<file path="config.mk">
export PLATFORM = sky130hd
export DESIGN_NAME = arbitro_raiz
export DESIGN_NICKNAME = d
export VERILOG_FILES = /design/src/rtl/arbitro_raiz.sv
export SDC_FILE = /design/constraint.sdc
export NUM_CORES = 1
export LEC_CHECK = 0
export CORE_ASPECT_RATIO = 1.2
export CORE_MARGIN = 4
export CORE_UTILIZATION = 40
export DETAILED_ROUTE_END_ITERATION = 8
export DONT_BUFFER_PORTS = 1
export SYNTH_ARGS = -nofsm -noshare
export SYNTH_HDL_FRONTEND = slang
export SYNTH_SLANG_ARGS = --single-unit
export TNS_END_PERCENT = 20
</file>
<file path="constraint.sdc">
create_clock -name clk -period 5.35 [get_ports clk]
set_input_delay 1.07 -clock clk [delete_from_list [all_inputs] [get_ports clk]]
set_output_delay 1.07 -clock clk [all_outputs]
set_load 0.1 [all_outputs]
</file>
<file path="src/rtl/arbitro_raiz.sv">
// Round-robin front end that shares a single square-root unit among N_REQ requesters.
// It launches the unit, waits for done (bounded by TIMEOUT), delivers the result and drains done.
module arbitro_raiz #(
  parameter int N_REQ   = 4,
  parameter int WIDTH   = 16,
  parameter int RES_W   = 8,
  parameter int TIMEOUT = 63
) (
  input  logic                   clk,
  input  logic                   rst,
  input  logic [N_REQ-1:0]       req,
  input  logic [N_REQ*WIDTH-1:0] req_op,
  output logic [N_REQ-1:0]       ack,
  output logic [RES_W-1:0]       result,
  output logic                   err,
  output logic                   busy,
  output logic                   out_init,
  output logic [WIDTH-1:0]       out_operand,
  output logic                   out_abort,
  input  logic                   in_done,
  input  logic [RES_W-1:0]       in_result
);
  localparam int IDW = (N_REQ > 1) ? $clog2(N_REQ) : 1;
  localparam int TW  = $clog2(TIMEOUT + 1);

  typedef enum logic [2:0] {IDLE, LAUNCH, WAIT, DELIVER, DRAIN, ABORT} state_t;

  state_t          state, state_nx;
  logic [IDW-1:0]  ptr, id, gnt_id;
  logic            gnt_vld;
  logic [WIDTH-1:0] opnd;
  logic [RES_W-1:0] res_q;
  logic [TW-1:0]    timer;
  logic             tmo;

  assign tmo = (timer == TW'(TIMEOUT));

  // Walk downwards so the nearest requester after ptr is the last (winning) write.
  always_comb begin
    gnt_vld = 1'b0;
    gnt_id  = ptr;
    for (int k = N_REQ; k >= 1; k--) begin
      if (req[(int'(ptr) + k) % N_REQ]) begin
        gnt_vld = 1'b1;
        gnt_id  = IDW'((int'(ptr) + k) % N_REQ);
      end
    end
  end

  always_comb begin
    state_nx = state;
    case (state)
      IDLE:    if (gnt_vld) state_nx = LAUNCH;
      LAUNCH:  state_nx = WAIT;
      WAIT:    if (in_done) state_nx = DELIVER;
               else if (tmo) state_nx = ABORT;
      DELIVER: state_nx = DRAIN;
      DRAIN:   if (!in_done) state_nx = IDLE;
      ABORT:   state_nx = IDLE;
      default: state_nx = IDLE;
    endcase
  end

  always_ff @(posedge clk or negedge rst) begin
    if (!rst) begin
      state <= IDLE;
      ptr   <= IDW'(N_REQ - 1);
      id    <= '0;
      opnd  <= '0;
      res_q <= '0;
      timer <= '0;
    end else begin
      state <= state_nx;
      case (state)
        IDLE: if (gnt_vld) begin
          id   <= gnt_id;
          ptr  <= gnt_id;
          opnd <= req_op[gnt_id*WIDTH +: WIDTH];
        end
        LAUNCH: timer <= '0;
        WAIT: begin
          if (in_done) res_q <= in_result;
          else if (!tmo) timer <= timer + 1'b1;
        end
        default: ;
      endcase
    end
  end

  // Every output is a decode of state plus registered fields.
  assign busy        = (state != IDLE);
  assign out_init    = (state == LAUNCH);
  assign out_abort   = (state == ABORT);
  assign err         = (state == ABORT);
  assign out_operand = opnd;
  assign result      = (state == DELIVER) ? res_q : '0;
  assign ack         = (state == DELIVER || state == ABORT) ? (N_REQ'(1) << id) : '0;

endmodule

</file>
==> metrics.md, run 1 <==
| Metric | Value |
|---|---|
| Status | `complete, no violations` |
| FMAX | `275 MHz` |
| Worst r2r dst | `out_operand[7]$_DFFE_PN0P_` |
| Design Power | `0.00214 W` |
| Chip width | `78.3 um` |
| Cts repair resizes | `0` |
| Synth Area in Compound Gates | `23.4%` |
| Fillcell total | `560` |
| Initial antenna violation count | `0` |
| Min Clock Period, post-route | `3.64 ns` |
| Crit Path Max Fanout | `13` |
| Fin. Hold Viols | `0` |
| # IOs | `111` |
| Async S/R FF share, synth | `100%` |
| Cell Rows | `30` |
| Netlist cell types | `43` |
| Final Max Slew Viols | `0` |
| Final Util | `46.0%` |
| Largest family of logic cells by synthesized area | `compound AO/OA/AOI/OAI gates` |
| RSZ-0062 raised after global routing | `no` |
| Final cell count without fillers | `318` |
| Die area | `0.00723 mm^2` |
| Wire per inst | `20.1 um` |
| Post-DP HPWL | `4.51 mm` |
| Via Count | `2005` |
| Core area | `0.00571 mm^2` |
| Endpoint class of the critical path | `output port` |
| P_leak | `1.04 nW` |
| Hold_buf cts | `0` |
| Chip height | `92.4 um` |
| Xor and xnor area share after synthesis | `0%` |
| Worst reg-to-reg path cell count | `5` |
| Vias in the first global route | `2078` |
| Global-route usage over all layers | `17.7%` |
| Port Buf Inserts | `0` |
| Post-synth EDFFs | `0` |
| Setup TNS | `0 ns` |
| Post-synthesis simple-gate area fraction | `19.8%` |
| Layout Area Growth over Synthesis | `10.6%` |
| Syn_nets | `321` |
| WP data arrival | `2.57 ns` |
| CTS clk-pin slew, worst paths | `0.08 ns` |
| Adder-cell share of the synthesized area | `0.527%` |
| Drt first pass iters | `4` |
| Post-Route WL | `6.39 mm` |
| YS warnings | `0` |
| Syn Inst Count | `241` |
| First-pass GRT wire length | `10.1 mm` |
| CTS tree | `yes` |
| Max IR drop VDD | `0.000305 V` |
| Min-delay worst type | `primary input to async pin` |
| CTS Sinks | `37` |
| Antenna cells | `0` |
| Setup bufs post-CTS | `0` |
| Worst r2r src | `ptr[1]$_DFFE_PN1P_` |
| Main synth FF type | `dfrtp_1` |
| Multiplexer share of the synthesized area | `12.2%` |
| Critical path type | `register to output port` |
| Sequential cell area fraction in the yosys report | `39.1%` |
| Final nets | `317` |
| Tcrit/Tclk final | `68.0%` |
| Yosys reg bits | `37` |
| DP Area | `0.00252 mm^2` |
| CTS Buffer Depth | `2` |
| Num CTS Buffers | `5` |
| Fin area | `0.00262 mm^2` |
| Syn Std Cell Area | `0.00237 mm^2` |
| Residual DRC | `0` |
| Dpl cells | `310` |
| Avg Synthesized Cell Area | `9.84 um^2` |
| GRT overflow | `0` |
| Reg-to-reg setup timing slack | `2.77 ns` |
| Max-Cap Viols | `0` |
| Relative slew slack | `35.8%` |
| Critical Path RT | `4.28 ns` |
| Largest net degree at the start of global routing | `38` |
| Clock Latency Late Sink | `0.29 ns` |
| Initial DRC Count | `121` |
| Root buffer cell | `clkbuf_8` |
| Final-report setup violation count | `0` |
| Startpoint types | `register` |
| H-tree Lvls | `2` |
| Final Skew | `0.00647 ns` |
| Final ANT Viol Nets | `0` |
| Measured slew at the worst slew-check pin | `0.959 ns` |
| Pwr dens | `814 mW/mm^2` |
| Vias per cell | `6.31` |
| Placer Congestion | `0.937` |
| Starting density of the core | `41.6%` |
| Share of layout cells above drive strength 1 | `15.5%` |
[worst max-delay path, stage by stage, from the launching register on]
cell,delay [ns]
dfrtp_1,0.51
nand2b_1,0.29
nor2_1,0.38
nor2_1,0.19
and3b_1,0.90
[kinds of logic after synthesis]
family                     after synthesis
AOI/OAI and AO/OA                       75
adders and majority gates                1
buffers and inverters                   23
DFF                                     37
muxes                                   26
and+or+nand+nor                         79
[flip-flops by register name, summed over array words and instances (netlist names)]
signal,flops
id,2
out_operand,16
ptr,2
res_q,8
state,3
timer,6
[power breakdown]
group / switching [W] / internal, W / leakage (nW)
combinational: 0.000615 / 0.000327 / 0.524
clock: 0.0000986 / 0.000138 / 0.0552
sequential: 0.000553 / 0.000405 / 0.458
total: 0.00127 / 0.000870 / 1.04
[through the flow]
step                      setup WS [ns]  hold slack (ns)
after floorplan                   0.386            0.472
final                              1.71            0.476
after detailed placement           1.99            0.487
after global routing               1.51            0.448
after CTS                          1.67            0.462
after global placement             2.01            0.480
[placed cells by master, fill, tap and decap left out, types with 4 or more instances in the layout]
cell type	netlist	layout
and2_1	9	9
nand4_1	17	17
a221o_1	16	16
dfrtp_1	35	35
o31ai_1	16	16
mux2_1	15	15
o22ai_1	4	4
nor2_1	17	17
nor3_1	6	4
nor4_1	4	4
clkbuf_8	0	5
clkbuf_16	0	4
inv_1	6	6
nand2_1	8	8
a21oi_1	22	22
mux2_2	9	9
[synthesized netlist by cell type, types with 6 or more instances]
master    instances  area share [%]
mux2_1           15             7.1
o31ai_1          16             5.1
dfrtp_1          35              37
and2_1            9             2.4
nor3_1            6             1.3
inv_1             6            0.95
nand2_1           8             1.3
mux2_2            9             4.3
a21oi_1          22             4.6
nand4_1          17             4.5
clkbuf_1         11             1.7
a221o_1          16             6.8
nor2_1           17             2.7
[worst max path at each step]
stage / startpoint / endpoint / slack, ns / cells past startpoint
floorplan: state[2]$_DFFE_PN0P_ / ack[1] / 0.39 / 4
global placement: state[2]$_DFFE_PN0P_ / ack[3] / 2.01 / 4
detailed placement: state[2]$_DFFE_PN0P_ / ack[3] / 1.99 / 4
CTS: state[2]$_DFFE_PN0P_ / ack[3] / 1.67 / 4
global route: state[2]$_DFFE_PN0P_ / ack[3] / 1.51 / 4
finish: state[2]$_DFFE_PN0P_ / ack[3] / 1.71 / 4
[final cells by class]
| type | count | area (um^2) | share of cell area, % |
|---|---|---|---|
| clock buffers | 6 | 72.6 | 2.77 |
| clock inverters | 2 | 35.0 | 1.34 |
| inverters | 6 | 22.5 | 0.858 |
| multi-input cells | 181 | 1350 | 51.5 |
| flip-flops and latches | 37 | 928 | 35.4 |
| well taps | 80 | 100 | 3.81 |
| repair buffers | 6 | 115 | 4.39 |
[routing by layer]
layer,global-route usage [%],wire length [um],up-vias
li1,-,-,929
met1,21.6,2660,977
met2,29.9,3200,92
met3,4.67,456,7
met4,6.12,82,0
met5,0,0,-
Power figures use the tool's default switching activity.
==> run 2, diff against run 1 <==
==> constraint.sdc (replaced) <==
create_clock -name clk -period 3.62 [get_ports clk]
set_input_delay 0.724 -clock clk [delete_from_list [all_inputs] [get_ports clk]]
set_output_delay 0.724 -clock clk [all_outputs]
set_load 0.1 [all_outputs]
==> metrics.md, run 2 (synthesized netlist as in run 1, its figures left out) <==
| Metric | Value |
|---|---|
| Reg-to-reg setup timing slack | `1.07 ns` |
| Final Skew | `0.00431 ns` |
| CTS clk-pin slew, worst paths | `0.08 ns` |
| Met1 WL | `2.52 mm` |
| Initial antenna violation count | `0` |
| Measured slew at the worst slew-check pin | `0.918 ns` |
| Share of layout cells above drive strength 1 | `19.0%` |
| Setup slack after layout | `0.591 ns` |
| Worst reg-to-reg path cell count | `5` |
| Max IR drop VDD | `0.000460 V` |
| Root buffer cell | `clkbuf_8` |
| Crit Path Max Fanout | `14` |
| Fillcell total | `582` |
| Highest-delay cell along the critical path | `dfrtp_1` |
| Starting density of the core | `41.6%` |
| Tightest hold margin | `0.126 ns` |
| Core area | `0.00571 mm^2` |
| Vias in the first global route | `2111` |
| Cell Rows | `30` |
| WP buf/inv | `1` |
| Antenna cells | `0` |
| Max Used Layer | `met4` |
| Relative slew slack | `38.8%` |
| Met3 WL | `431 um` |
| Setup bufs post-CTS | `0` |
| Post-Route WL | `6.21 mm` |
| Cell mode on critical path | `nor2_1` |
| Final ANT Viol Nets | `0` |
| Placement Setup Slack | `0.807 ns` |
| WP data arrival | `2.31 ns` |
| Critical-path cell list | `nand2b_1 -> nor2_1 -> nor2_1 -> and3b_1 -> buf_4` |
| Final nets | `326` |
| Stages on worst setup path | `5` |
| Hold_buf cts | `0` |
| Num CTS Buffers | `5` |
| Status | `complete, no violations` |
| Design Power | `0.00321 W` |
| Layout Area Growth over Synthesis | `12.6%` |
| Die area | `0.00723 mm^2` |
| CTS Sinks | `37` |
| Largest net degree at the start of global routing | `38` |
| Placer Congestion | `0.813` |
| Pwr dens | `1200 mW/mm^2` |
| Initial DRC Count | `69` |
| First-pass GRT wire length | `10.3 mm` |
| Tcrit/Tclk final | `83.7%` |
| Worst r2r src | `ptr[1]$_DFFE_PN1P_` |
| FMAX | `330 MHz` |
| Vias per cell | `6.11` |
| Most common cell after layout, fill and taps aside | `dfrtp_1` |
| Clock Latency Late Sink | `0.29 ns` |
| Commonest non-fill, non-tap cells in the layout | `35 x dfrtp_1, 22 x a21oi_1, 17 x nor2_1, 17 x nand4_1` |
| Drt first pass iters | `4` |
| Wire per inst | `19.0 um` |
| Max reg flops | `16` |
| RSZ-0062 raised after global routing | `no` |
| Final Max Slew Viols | `0` |
| CTS Buffer Depth | `2` |
| GRT overflow | `0` |
| Met2 Wirelength | `3.19 mm` |
| Endpoint class of the critical path | `output port` |
| Final Util | `46.8%` |
| Final-report setup violation count | `0` |
| Min Clock Period, post-route | `3.03 ns` |
| H-tree Lvls | `2` |
| Slowest stage delay, CP | `0.60 ns` |
| Worst r2r dst | `out_operand[4]$_DFFE_PN0P_` |
| Residual DRC | `0` |
| CTS tree | `yes` |
| Startpoint types | `register` |
| Max-Cap Viols | `0` |
| Chip width | `78.3 um` |
| Cts repair resizes | `0` |
| Post-DP HPWL | `4.51 mm` |
| Via Count | `1999` |
| Critical Path RT | `2.90 ns` |
| Fin. Hold Viols | `0` |
| Cell family with most CP delay | `simple AND/OR/NAND/NOR gates` |
| Chip height | `92.4 um` |
| # IOs | `111` |
| Global-route usage over all layers | `17.9%` |
| P_leak | `1.09 nW` |
| Setup TNS | `0 ns` |
| Port Buf Inserts | `0` |
| Critical path type | `register to output port` |
| Min-delay worst type | `primary input to async pin` |
## run 2: cell count changes in the layout (fill, tap and decap cells not counted), moves of 2 or more
cell	delta
buf_4	+12
clkbuf_16	-3
nor3b_2	-2
nor3b_4	+2
## run 2: metal layers
layer | global-route usage, % | up-vias
met2 | 30.1 | 82
li1 | - | 946
met1 | 22.1 | 963
met5 | 0 | -
met3 | 5.06 | 8
met4 | 5.83 | 0
## run 2: final cells by class
type	instances	area (um^2)	share of cell area (%)
clock buffer	6	82.6	3.09
timing repair buffer	15	130	4.87
multi-input combinational	181	1370	51.3
clock inverter	2	37.5	1.41
tap	80	100	3.75
inverter	6	22.5	0.843
sequential	37	928	34.8
## run 2: worst max-delay path by stage
stage / from / end / slack (ns)
2_1_floorplan: state[2]$_DFFE_PN0P_ / ack[1] / -0.07
3_3_place_gp: req[0] / out_operand[4]$_DFFE_PN0P_ / 0.84
3_5_place_dp: req[0] / out_operand[4]$_DFFE_PN0P_ / 0.81
4_1_cts: state[1]$_DFFE_PN0P_ / ack[3] / 0.56
5_1_grt: state[1]$_DFFE_PN0P_ / ack[3] / 0.35
6_report: state[1]$_DFFE_PN0P_ / ack[3] / 0.59
## run 2: metrics by stage
stage	instances	instance area [um^2]
2_1_floorplan	241	2390
3_3_place_gp	319	2550
3_5_place_dp	319	2550
4_1_cts	327	2670
5_1_grt	327	2670
6_report	327	2670
## run 2: report_power, final
group	switching (W)	total [W]	internal (W)
combinational	0.000906	0.00141	0.000501
sequential	0.000826	0.00142	0.000599
clock	0.000153	0.000377	0.000224
==> run 3, diff against run 2 <==
==> constraint.sdc (replaced) <==
create_clock -name clk -period 3.1 [get_ports clk]
set_input_delay 0.62 -clock clk [delete_from_list [all_inputs] [get_ports clk]]
set_output_delay 0.62 -clock clk [all_outputs]
set_load 0.1 [all_outputs]
==> metrics.md, run 3 (synthesized netlist as in run 1, its figures left out) <==
| Metric | Value |
|---|---|
| RSZ-0062 raised after global routing | `no` |
| CTS tree | `yes` |
| GR peak layer | `met2` |
| Setup TNS | `0 ns` |
| Vias in the first global route | `2162` |
| WP data arrival | `2.26 ns` |
| Setup bufs post-CTS | `0` |
| Critical Path RT | `2.48 ns` |
| GR Util met1 | `23.9%` |
| Tcrit/Tclk final | `92.9%` |
| Critical-path cell list | `nand2b_1 -> nor2_1 -> buf_4 -> nor2_1 -> and3b_1 -> buf_4` |
| Final Skew | `0.00687 ns` |
| Post-Route WL | `6.39 mm` |
| Post-DP HPWL | `4.51 mm` |
| Vias per cell | `6.24` |
| Most common cell after layout, fill and taps aside | `dfrtp_1` |
| Max IR drop VDD | `0.000650 V` |
| Initial DRC Count | `134` |
| CTS clk-pin slew, worst paths | `0.07 ns` |
| H-tree Lvls | `2` |
| Relative slew slack | `12.6%` |
| Met3 Use GR | `4.67%` |
| # IOs | `111` |
| Worst reg-to-reg path cell count | `4` |
| Final-report setup violation count | `0` |
| Worst r2r src | `state[1]$_DFFE_PN0P_` |
| Worst Setup EP | `ack[3]` |
| Cell Rows | `30` |
| Chip width | `78.3 um` |
| Largest net degree at the start of global routing | `38` |
| CTS Sinks | `37` |
| Final ANT Viol Nets | `0` |
| Residual DRC | `0` |
| Share of layout cells above drive strength 1 | `19.8%` |
| Drt first pass iters | `4` |
| CTS Buffer Depth | `2` |
| Startpoint types | `register` |
| Wire per inst | `19.2 um` |
| Initial antenna violation count | `0` |
| Cell family with most CP delay | `simple AND/OR/NAND/NOR gates` |
| Critical path type | `register to output port` |
| Worst r2r dst | `out_operand[2]$_DFFE_PN0P_` |
| Endpoint class of the critical path | `output port` |
| Min Clock Period, post-route | `2.88 ns` |
| Highest-delay cell along the critical path | `dfrtp_1` |
| Via Count | `2072` |
| WP buf/inv | `2` |
| Die area | `0.00723 mm^2` |
| P_leak | `1.12 nW` |
| Antenna cells | `0` |
| GRT overflow | `0` |
| Clock Latency Late Sink | `0.29 ns` |
| Root buffer cell | `clkbuf_8` |
| Stages on worst setup path | `6` |
| Critical Path Start | `state[2]$_DFFE_PN0P_` |
| Global-route usage over all layers | `18.7%` |
| Layout Area Growth over Synthesis | `14.9%` |
| Chip height | `92.4 um` |
| Status | `complete, no violations` |
| Final Util | `47.8%` |
| Port Buf Inserts | `0` |
| Pwr dens | `1410 mW/mm^2` |
| Commonest non-fill, non-tap cells in the layout | `35 x dfrtp_1, 22 x a21oi_1, 17 x nor2_1, 17 x nand4_1, 17 x buf_4` |
| Final nets | `331` |
| Crit Path Max Fanout | `13` |
| Measured slew at the worst slew-check pin | `1.31 ns` |
| Slowest stage delay, CP | `0.56 ns` |
| Min-delay worst type | `primary input to async pin` |
| FMAX | `347 MHz` |
| Cts repair resizes | `0` |
| First-pass GRT wire length | `10.9 mm` |
| Starting density of the core | `41.6%` |
| M2 GR Usage | `31.3%` |
| Fin. Hold Viols | `0` |
| Num CTS Buffers | `5` |
| Final Max Slew Viols | `0` |
| Max-Cap Viols | `0` |
| Core area | `0.00571 mm^2` |
| Max reg flops | `16` |
| Reg-to-reg setup timing slack | `0.62 ns` |
| Placer Congestion | `0.802` |
==> run 3: layout make-up <==
| type | instances | area [um^2] |
|---|---|---|
| fillers | 578 | 2980 |
| multi-input cells | 181 | 1370 |
| flip-flops and latches | 37 | 928 |
| repair buffers | 20 | 173 |
| well taps | 80 | 100 |
| clock buffers | 5 | 68.8 |
| clock inverters | 3 | 65.1 |
| inverters | 6 | 22.5 |
==> run 3: power breakdown <==
group | leakage [nW] | switching [W] | internal (W)
registers | 0.458 | 0.000966 | 0.000699
clock network | 0.0681 | 0.000179 | 0.000320
logic | 0.593 | 0.00108 | 0.000613
==> run 3: worst reg2reg max path, stage by stage, from the launching register on <==
cell	delay [ns]
dfrtp_1	0.54
nor3_1	0.47
nand2_2	0.09
nor2_1	1.01
a221o_1	0.30
==> run 3: how the worst min path moves through the flow <==
stage               start                         end  slack (ns)  cells past startpoint
floorplan             rst           id[0]$_DFFE_PN0P_        0.32                      0
global placement      rst        timer[5]$_DFFE_PN0P_        0.33                      0
detailed placement    rst        timer[5]$_DFFE_PN0P_        0.33                      0
CTS                   rst  out_operand[6]$_DFFE_PN0P_      0.0005                      0
global route          rst        res_q[6]$_DFFE_PN0P_      0.0004                      0
finish                rst        res_q[7]$_DFFE_PN0P_        0.02                      0
==> run 3: repair_timing <==
item	4_1_cts	5_1_grt
hold buffers	0	2
endpoints found under the hold margin	0	20
setup endpoints to repair	0	0
==> run 3: layer usage <==
metal | wire length, um | up-vias | part of all wire (%)
li1 | - | 952 | -
met1 | 2660 | 1028 | 42
met2 | 3210 | 84 | 50
met3 | 437 | 8 | 6.8
met4 | 85 | 0 | 1.3
met5 | 0 | - | 0
==> run 3: metrics by stage <==
stage / cell area (um^2) / setup WS (ns) / std cells / hold WS, ns / total power, W
after global placement: 2570 / 0.586 / 322 / 0.326 / 0.00334
after floorplan: 2410 / -0.252 / 241 / 0.324 / 0.00304
after CTS: 2710 / 0.204 / 330 / 0.000459 / 0.00388
after detailed placement: 2570 / 0.527 / 322 / 0.326 / 0.00338
final: 2730 / 0.220 / 332 / 0.0210 / 0.00385
after global routing: 2730 / 0.0340 / 332 / 0.000412 / 0.00409
